<file path="src/rtl/rv32_mem_pkg.sv">
// rv32_mem_pkg: shared types for the unified instruction/data memory arbiter
package rv32_mem_pkg;
    typedef enum logic [1:0] {IDLE, REQ, RESP} arb_state_t;
    typedef enum logic [1:0] {OWN_NONE, OWN_IF, OWN_D} owner_t;
    localparam logic [3:0] BE_WORD = 4'hF;
endpackage

</file>
<file path="src/rtl/rv32_mem_arb_pick.sv">
// rv32_mem_arb_pick: data-priority winner selection with bounded fetch starvation
module rv32_mem_arb_pick
    import rv32_mem_pkg::*;
#(
    parameter int DATA_PRIO_MAX = 4
) (
    input  logic       if_req,
    input  logic       d_req,
    input  logic [3:0] streak,
    output owner_t     win
);
    always_comb win = (d_req && !(if_req && streak == 4'(DATA_PRIO_MAX))) ? OWN_D :
                      if_req ? OWN_IF : OWN_NONE;
endmodule

</file>
<file path="src/rtl/rv32_mem_arbiter.sv">
// rv32_mem_arbiter: shares one single-port memory between fetch and data ports, one transaction in flight
module rv32_mem_arbiter
    import rv32_mem_pkg::*;
#(
    parameter int DATA_PRIO_MAX  = 4,
    parameter int TIMEOUT_CYCLES = 255
) (
    input  logic        clk,
    input  logic        rst_n,
    input  logic        if_req,
    input  logic [31:0] if_addr,
    output logic [31:0] if_rdata,
    output logic        if_valid,
    output logic        if_err,
    output logic        if_stall,
    input  logic        d_req,
    input  logic        d_we,
    input  logic [31:0] d_addr,
    input  logic [31:0] d_wdata,
    input  logic [3:0]  d_be,
    output logic [31:0] d_rdata,
    output logic        d_valid,
    output logic        d_err,
    output logic        d_stall,
    output logic        mem_req,
    output logic        mem_we,
    output logic [31:0] mem_addr,
    output logic [31:0] mem_wdata,
    output logic [3:0]  mem_be,
    input  logic        mem_gnt,
    input  logic        mem_rvalid,
    input  logic [31:0] mem_rdata
);
    arb_state_t  state;
    owner_t      owner, win;
    logic [3:0]  streak;
    logic [31:0] timer;
    logic        done, to, resp;
    logic [31:0] rdata;

    rv32_mem_arb_pick #(.DATA_PRIO_MAX(DATA_PRIO_MAX)) u_pick (
        .if_req(if_req),
        .d_req (d_req),
        .streak(streak),
        .win   (win)
    );

    // a normal completion in the same cycle always beats the timeout
    assign done     = state == RESP && mem_rvalid;
    assign to       = TIMEOUT_CYCLES != 0 && state != IDLE && timer == 32'(TIMEOUT_CYCLES - 1) && !done;
    assign resp     = done || to;
    assign rdata    = done ? mem_rdata : '0;
    assign if_valid = resp && owner == OWN_IF;
    assign d_valid  = resp && owner == OWN_D;
    assign if_err   = if_valid && to;
    assign d_err    = d_valid && to;
    assign if_rdata = rdata;
    assign d_rdata  = rdata;
    assign if_stall = rst_n && if_req && !if_valid;
    assign d_stall  = rst_n && d_req && !d_valid;

    always_ff @(posedge clk or negedge rst_n) begin
        if (!rst_n) begin
            state     <= IDLE;
            owner     <= OWN_NONE;
            streak    <= '0;
            timer     <= '0;
            mem_req   <= 1'b0;
            mem_we    <= 1'b0;
            mem_addr  <= '0;
            mem_wdata <= '0;
            mem_be    <= '0;
        end else begin
            case (state)
                IDLE: if (win != OWN_NONE) begin
                    owner     <= win;
                    state     <= REQ;
                    timer     <= '0;
                    mem_req   <= 1'b1;
                    mem_we    <= win == OWN_D && d_we;
                    mem_addr  <= win == OWN_D ? d_addr : if_addr;
                    mem_wdata <= win == OWN_D ? d_wdata : '0;
                    mem_be    <= win == OWN_D ? d_be : BE_WORD;
                    streak    <= (win == OWN_D && if_req) ?
                                 (streak == 4'(DATA_PRIO_MAX) ? streak : streak + 4'd1) : '0;
                end
                REQ: begin
                    timer <= timer + 32'd1;
                    if (to) begin
                        mem_req <= 1'b0;
                        owner   <= OWN_NONE;
                        state   <= IDLE;
                    end else if (mem_gnt) begin
                        mem_req <= 1'b0;
                        state   <= RESP;
                    end
                end
                RESP: begin
                    timer <= timer + 32'd1;
                    if (resp) begin
                        owner <= OWN_NONE;
                        state <= IDLE;
                    end
                end
                default: state <= IDLE;
            endcase
        end
    end
endmodule

</file>
<file path="config.mk">
export PLATFORM = sky130hd
export DESIGN_NAME = rv32_mem_arbiter
export DESIGN_NICKNAME = d
export VERILOG_FILES = /design/src/rtl/rv32_mem_pkg.sv /design/src/rtl/rv32_mem_arb_pick.sv /design/src/rtl/rv32_mem_arbiter.sv
export SDC_FILE = /design/constraint.sdc
export NUM_CORES = 1
export LEC_CHECK = 0
export BUFFER_PORTS_ARGS = -buffer_cell sky130_fd_sc_hd__buf_2
export CORE_MARGIN = 5
export CORE_UTILIZATION = 45
export CTS_CLUSTER_DIAMETER = 150
export DETAILED_ROUTE_END_ITERATION = 8
export GPL_ROUTABILITY_DRIVEN = 0
export PLACE_DENSITY_LB_ADDON = 0.2
export SLEW_MARGIN = 20
export SYNTH_ARGS = -nofsm -noshare
export SYNTH_HDL_FRONTEND = slang
export SYNTH_HIERARCHICAL = 1
export SYNTH_SLANG_ARGS = --single-unit
</file>
<file path="constraint.sdc">
create_clock -name clk -period 5.4 [get_ports clk]
set_input_delay 1.08 -clock clk [delete_from_list [all_inputs] [get_ports clk]]
set_output_delay 1.08 -clock clk [all_outputs]
set_load 0.05 [all_outputs]
</file>
Word-level counts from Yosys, hierarchy flattened
Index checks and enable logic that the tools add are counted.
{"block": "op_classes", "reduce_logical": 33, "addsub": 2, "muxes": 22, "eq_ne": 12}
{"operator": "32-bit 2-to-1 mux", "count": 4}
{"operator": "32-bit one-hot mux with 2 select lines", "count": 1}
{"operator": "32-bit by 1-bit adder with 32-bit output, second input constant", "count": 1}
{"operator": "32-bit by 8-bit equality test with 1-bit output, second input constant", "count": 1}
{"operator": "1-bit logical AND", "count": 15}
{"operator": "2-bit 2-to-1 mux", "count": 7}
{"operator": "4-bit 2-to-1 mux", "count": 3}
{"operator": "2-bit one-hot mux with 3 select lines", "count": 2}
{"operator": "3-bit AND reduction", "count": 3}
{"operator": "2-bit != test, second input constant", "count": 4}
{"operator": "2-bit nonzero test", "count": 4}
{"operator": "2-bit equality test, second input constant", "count": 3}
{"operator": "4-bit by 1-bit adder with 4-bit output, second input constant", "count": 1}
{"operator": "2-bit by 1-bit equality test with 1-bit output, second input constant", "count": 2}
{"operator": "4-bit by 3-bit equality test with 1-bit output, second input constant", "count": 1}
{"operator": "1-bit zero test", "count": 4}
{"operator": "1-bit 2-to-1 mux", "count": 4}
{"operator": "2-bit AND reduction", "count": 2}
{"operator": "4-bit AND reduction", "count": 1}
{"operator": "3-bit != test, second input constant", "count": 1}
{"operator": "3-bit nonzero test", "count": 1}
{"operator": "2-bit zero test", "count": 1}
{"operator": "1-bit one-hot mux with 2 select lines", "count": 1}
{"operator": "2-bit OR reduction", "count": 1}
{"operator": "1-bit logical OR", "count": 1}
{"block": "totals", "regBits": 110, "elab_cells": 78, "out_inout_bits": 140}

Depth between registers and ports, before layout
{"block": "depth", "ltp_word": 9, "ltp_mapped": 8}

Cells and area by module
The synthesis kept the hierarchy.
{"mod": "rv32_mem_arbiter", "instances": 1, "cells_each": 551, "area_each_um2": 5706.7}
{"mod": "rv32_mem_arb_pick", "instances": 1, "cells_each": 4, "area_each_um2": 40.0}

Least setup slack after synthesis
Ideal clock, no wire load.
{"block": "synth_timing", "path_kind": "register -> output", "from": "reg state[0]", "to": "out d_stall", "arrival_ns": 2.805, "n_path_buf": 0, "stages_incl_launch_ff": 8, "setup_slack_ns": 1.515, "cell_sequence": "dfrtp_1 -> inv_1 -> ha_1 -> or3_2 -> nor3_1 -> nand3_2 -> a21oi_1 -> nor2_1"}
{"block": "synth_between", "elab_chain_len": 8, "word_cells_on_any_way": 10, "cone_classes": "eq/ne (1); reduce/logical (9)"}
{"item": "start: declaration", "line_no": "rv32_mem_arbiter.sv:34", "text": "arb_state_t state;"}
{"item": "start signal: assignment", "line_no": "rv32_mem_arbiter.sv:64", "text": "state <= IDLE;"}
{"item": "start signal: assignment", "line_no": "rv32_mem_arbiter.sv:77", "text": "state <= REQ;"}
{"item": "start signal: assignment", "line_no": "rv32_mem_arbiter.sv:92", "text": "state <= IDLE;"}
{"item": "2-bit equality test", "line_no": "rv32_mem_arbiter.sv:49", "text": "assign done = state == RESP && mem_rvalid;"}
{"item": "1-bit logical AND", "line_no": "rv32_mem_arbiter.sv:49"}
{"item": "1-bit zero test", "line_no": "rv32_mem_arbiter.sv:50", "text": "assign to = TIMEOUT_CYCLES != 0 && state != IDLE && timer == 32'(TIMEOUT_CYCLES - 1) && !done;"}
{"item": "1-bit logical AND", "line_no": "rv32_mem_arbiter.sv:50"}
{"item": "1-bit logical OR *", "line_no": "rv32_mem_arbiter.sv:51", "text": "assign resp = done || to;"}
{"item": "1-bit logical AND *", "line_no": "rv32_mem_arbiter.sv:54", "text": "assign d_valid = resp && owner == OWN_D;"}
{"item": "named net d_valid", "line_no": "rv32_mem_arbiter.sv:22", "text": "output logic d_valid,"}
{"item": "1-bit zero test *", "line_no": "rv32_mem_arbiter.sv:60", "text": "assign d_stall = rst_n && d_req && !d_valid;"}
{"item": "1-bit logical AND *", "line_no": "rv32_mem_arbiter.sv:60"}
{"item": "end: declaration", "line_no": "rv32_mem_arbiter.sv:24", "text": "output logic d_stall,"}
Mark *: on every way through the listed nets, which the timed path passes. The rest lies on a longest branch.

Worst setup path in the final report
{"block": "layout_timing", "from": "reg state[0]", "to": "out d_valid"}
{"block": "layout_between", "elab_chain_len": 6, "word_cells_on_any_way": 8, "cone_classes": "eq/ne (1); reduce/logical (7)"}
{"item": "2-bit equality test", "line_no": "rv32_mem_arbiter.sv:49"}
{"item": "1-bit logical AND", "line_no": "rv32_mem_arbiter.sv:49"}
{"item": "1-bit zero test", "line_no": "rv32_mem_arbiter.sv:50"}
{"item": "1-bit logical AND", "line_no": "rv32_mem_arbiter.sv:50"}
{"item": "1-bit logical OR *", "line_no": "rv32_mem_arbiter.sv:51"}
{"item": "1-bit logical AND *", "line_no": "rv32_mem_arbiter.sv:54"}
{"item": "end: declaration", "line_no": "rv32_mem_arbiter.sv:22"}
Mark *: on every way between the ends. The rest lies on a longest branch, timed or not.

==> impl_metrics.toml <==
[run_status]
status = "complete, no violations"

[critical_path]
critPathMaxStageDelay_ns = 0.47
r2r_start = "streak[1]$_DFFE_PN0P_"
crit_fanout = 8
crit_chain = "inv_1 -> ha_1 -> or3_2 -> nor3_1 -> nand3_2 -> a21oi_1 -> buf_2"
critPathKind = "flop to primary output"
cpMaxStageDelayCell = "or3_2"
r2r_end = "timer[19]$_DFFE_PN0P_"
r2r_slack_ns = 2.51
crit_path_end_kind = "primary output"
arrival_ns = 2.76
cp.required_ns = 4.32
r2r_cells = 7
worstSetupStartpointType = "flop"

[timing]
slew_headroom_pct = 31.7
report.final.slew_viol_count = 0
hold_violations = 0
finalSetupTns_ns = 0
rsz0062_at_grt = "false"
max_freq_mhz = 260
fin_crit_ns = 3.84
fin_crit_sh_pct = 71.1
fin_worst_skew_ns = 0.00814
worstMarginPinSlew_ns = 1.02
setup_violations = 0

[power]
leakagePower_nw = 3.97
p_per_area_nw_per_um2 = 584
power.internal_mw = 2.05
p_comb_share_pct = 53.8
netSwitchingPower_mw = 2.23
seqPwrFrac_pct = 30.0
ir_drop_v = 0.000577
p_total_mw = 4.28
clockPowerShare_pct = 16.2
swShare_pct = 52.2

[placement]
portBuffers = 278
dpl_cell_area_sq_um = 7010
hpwl_um = 11800

[min_path]
hold_depth = 2
hold_class = "flop to flop"
min-delay-start = "mem_addr[21]$_DFFE_PN0P_"
holdPathEnd = "mem_addr[21]$_DFFE_PN0P_"

[clock_tree]
cts_setup_buffers = 0
cts-resized-gates = 0
cts_tree = "yes"
clock_latency_ns = 0.35
cts_hold_buf = 0
clk_pin_slew_worst_paths_ns = 0.07
cts_max_path_buffers = 2
cts-htree-levels = 3
cts_made_buffers = 9
root_buffer = "clkbuf_16"
cts_sinks = 110

[routing]
num_vias = 4950
drt_iter0_drc = 242
dr.pass1.iters = 5
viasPerCell = 5.16
detail-route-antenna-nets = 0
post_drt_wl_per_cell_um = 16.2
drcViolationCount = 0
wirelength_um = 15500

[logic_synthesis]
syn_area_sq_um = 5750
avgSynthCellArea_sq_um = 10.4
yosys_warnings = 6
ys_types = 53
synth_ff_type = "dfrtp_1"
synthAdderAreaFrac_pct = 1.74
synthArstFlopShare_pct = 100
synthSimpleGateAreaFrac_pct = 20.9
synth_compound_area_share_pct = 12.0
syn_nets = 702
synth_edf_count = 0
synth_seq_cells = 110
ys_seq_area_share_pct = 47.9
synth.mux.area_fraction_pct = 5.92
synth_top_family_by_area = "simple AND/OR/NAND/NOR gates"
synthCells = 555
synth-xor-area-share_pct = 4.11

[global_route]
antenna_found_initial = 0
grt_pass1_wl_um = 24500
grt_max_degree = 75
gr-total-overflow = 0
first_global_vias = 4953
grt_usage_pct = 20.3

[finish]
fin_area_sq_um = 7330
layout_common_cells = "buf_2, dfrtp_1, nand2_1"
fin_nets = 930
n_antenna_cell = 0
drive_gt1_share_pct = 41.4
fillers = 1081
area_delta_synth_final_pct = 27.6
multi_input_area_sq_um = 2590
ff_latch_area_sq_um = 2750
final_common_cell = "buf_2"

[die]
pin_count = 279
num_rows = 41
die_h_um = 123
fp.dieW_um = 123
core_sq_um = 12600
die_area_sq_um = 15100
start_util_pct = 45.7

[run]
cap_violations = 0
[final cells by class]
| class | instances | share of cell area (%) |
|---|---|---|
| repair buffers | 282 | 19.4 |
| clock inverters | 6 | 1.02 |
| clock buffers | 10 | 3.26 |
| multi-input cells | 371 | 35.4 |
| inverters | 9 | 0.461 |
| well taps | 172 | 2.94 |
| flip-flops and latches | 110 | 37.5 |
[cells by family (layout without fill, tap and decap cells)]
family | after synthesis | in the layout
and+or+nand+nor | 204 | 204
DFF | 110 | 110
AOI/OAI and AO/OA | 98 | 98
buffers and inverters | 74 | 307
muxes | 34 | 34
xor gates and xnor gates | 27 | 27
adders and majority gates | 8 | 8
[layer usage]
layer / GRT usage, % / vias up / wire length, um
met2: 33.3 / 191 / 7680
met3: 5.22 / 18 / 1190
met5: 0 / - / 0
met4: 7.06 / 0 / 257
met1: 26.4 / 2347 / 6420
li1: - / 2394 / -
[cells in the mapped netlist, types with 3 or more instances]
cell	count	share of area [%]
a21oi_1	4	0.35
xor2_1	13	2.0
ha_1	8	1.7
nor4_1	3	0.33
nor2b_1	3	0.33
nand2_1	56	3.7
dfrtp_1	110	48
nor4_2	6	1.3
nand4_1	9	0.98
buf_2	6	0.52
and4_1	5	0.76
a22o_1	38	5.8
buf_4	33	4.3
nand2b_1	4	0.44
and3_1	36	3.9
inv_1	9	0.59
nand3_1	10	0.87
a32o_1	3	0.52
mux2i_1	34	5.9
nor4_4	4	1.5
o22a_1	4	0.61
nor2_1	35	2.3
clkbuf_1	23	1.5
nor3_1	9	0.78
o21ai_0	39	3.4
xnor2_1	14	2.1
[worst max-delay path: cells and delay by family (launching register included)]
kind | cells | cell delay (ns)
buf+inv | 2 | 0.43
fa+ha+maj | 1 | 0.34
compound gates | 1 | 0.36
flops | 1 | 0.38
simple gates | 3 | 0.90
[registers in the layout, indices dropped and copies added, names as in the netlist]
name       count
mem_addr      32
mem_be         4
mem_req        1
mem_wdata     32
mem_we         1
owner          2
state          2
streak         4
timer         32
[power by group through the flow]
stage	registers [mW]	clock network [mW]	logic, mW
finish	1.28	0.694	2.30
global route	1.32	0.754	2.46
CTS	1.28	0.708	2.32
detailed placement	1.28	0	2.33
global placement	1.29	0	2.28
floorplan	2.14	0	0.945
[worst max path at each step]
stage                                    start                   endpoint  slack [ns]
final                     state[0]$_DFFE_PN0P_                    d_valid        1.56
after CTS                 state[0]$_DFFE_PN0P_                    d_stall        1.53
after global routing      state[0]$_DFFE_PN0P_                    d_stall        1.44
after floorplan           state[0]$_DFFE_PN0P_                    d_stall        1.51
after global placement                  if_req   mem_wdata[5]$_DFFE_PN0P_        1.82
after detailed placement                if_req  mem_wdata[22]$_DFFE_PN0P_        1.72
[metrics by stage]
stage / hold WS, ns / cells / util [%] / worst slack [ns]
4_1_cts: 0.482 / 960 / 58.3 / 1.53
3_5_place_dp: 0.466 / 944 / 55.8 / 1.72
3_3_place_gp: 0.458 / 944 / 55.8 / 1.82
2_1_floorplan: 0.480 / 555 / - / 1.51
5_1_grt: 0.496 / 960 / 58.3 / 1.44
6_report: 0.477 / 960 / 58.3 / 1.56
Note: power is estimated with default switching activity, not from simulation.
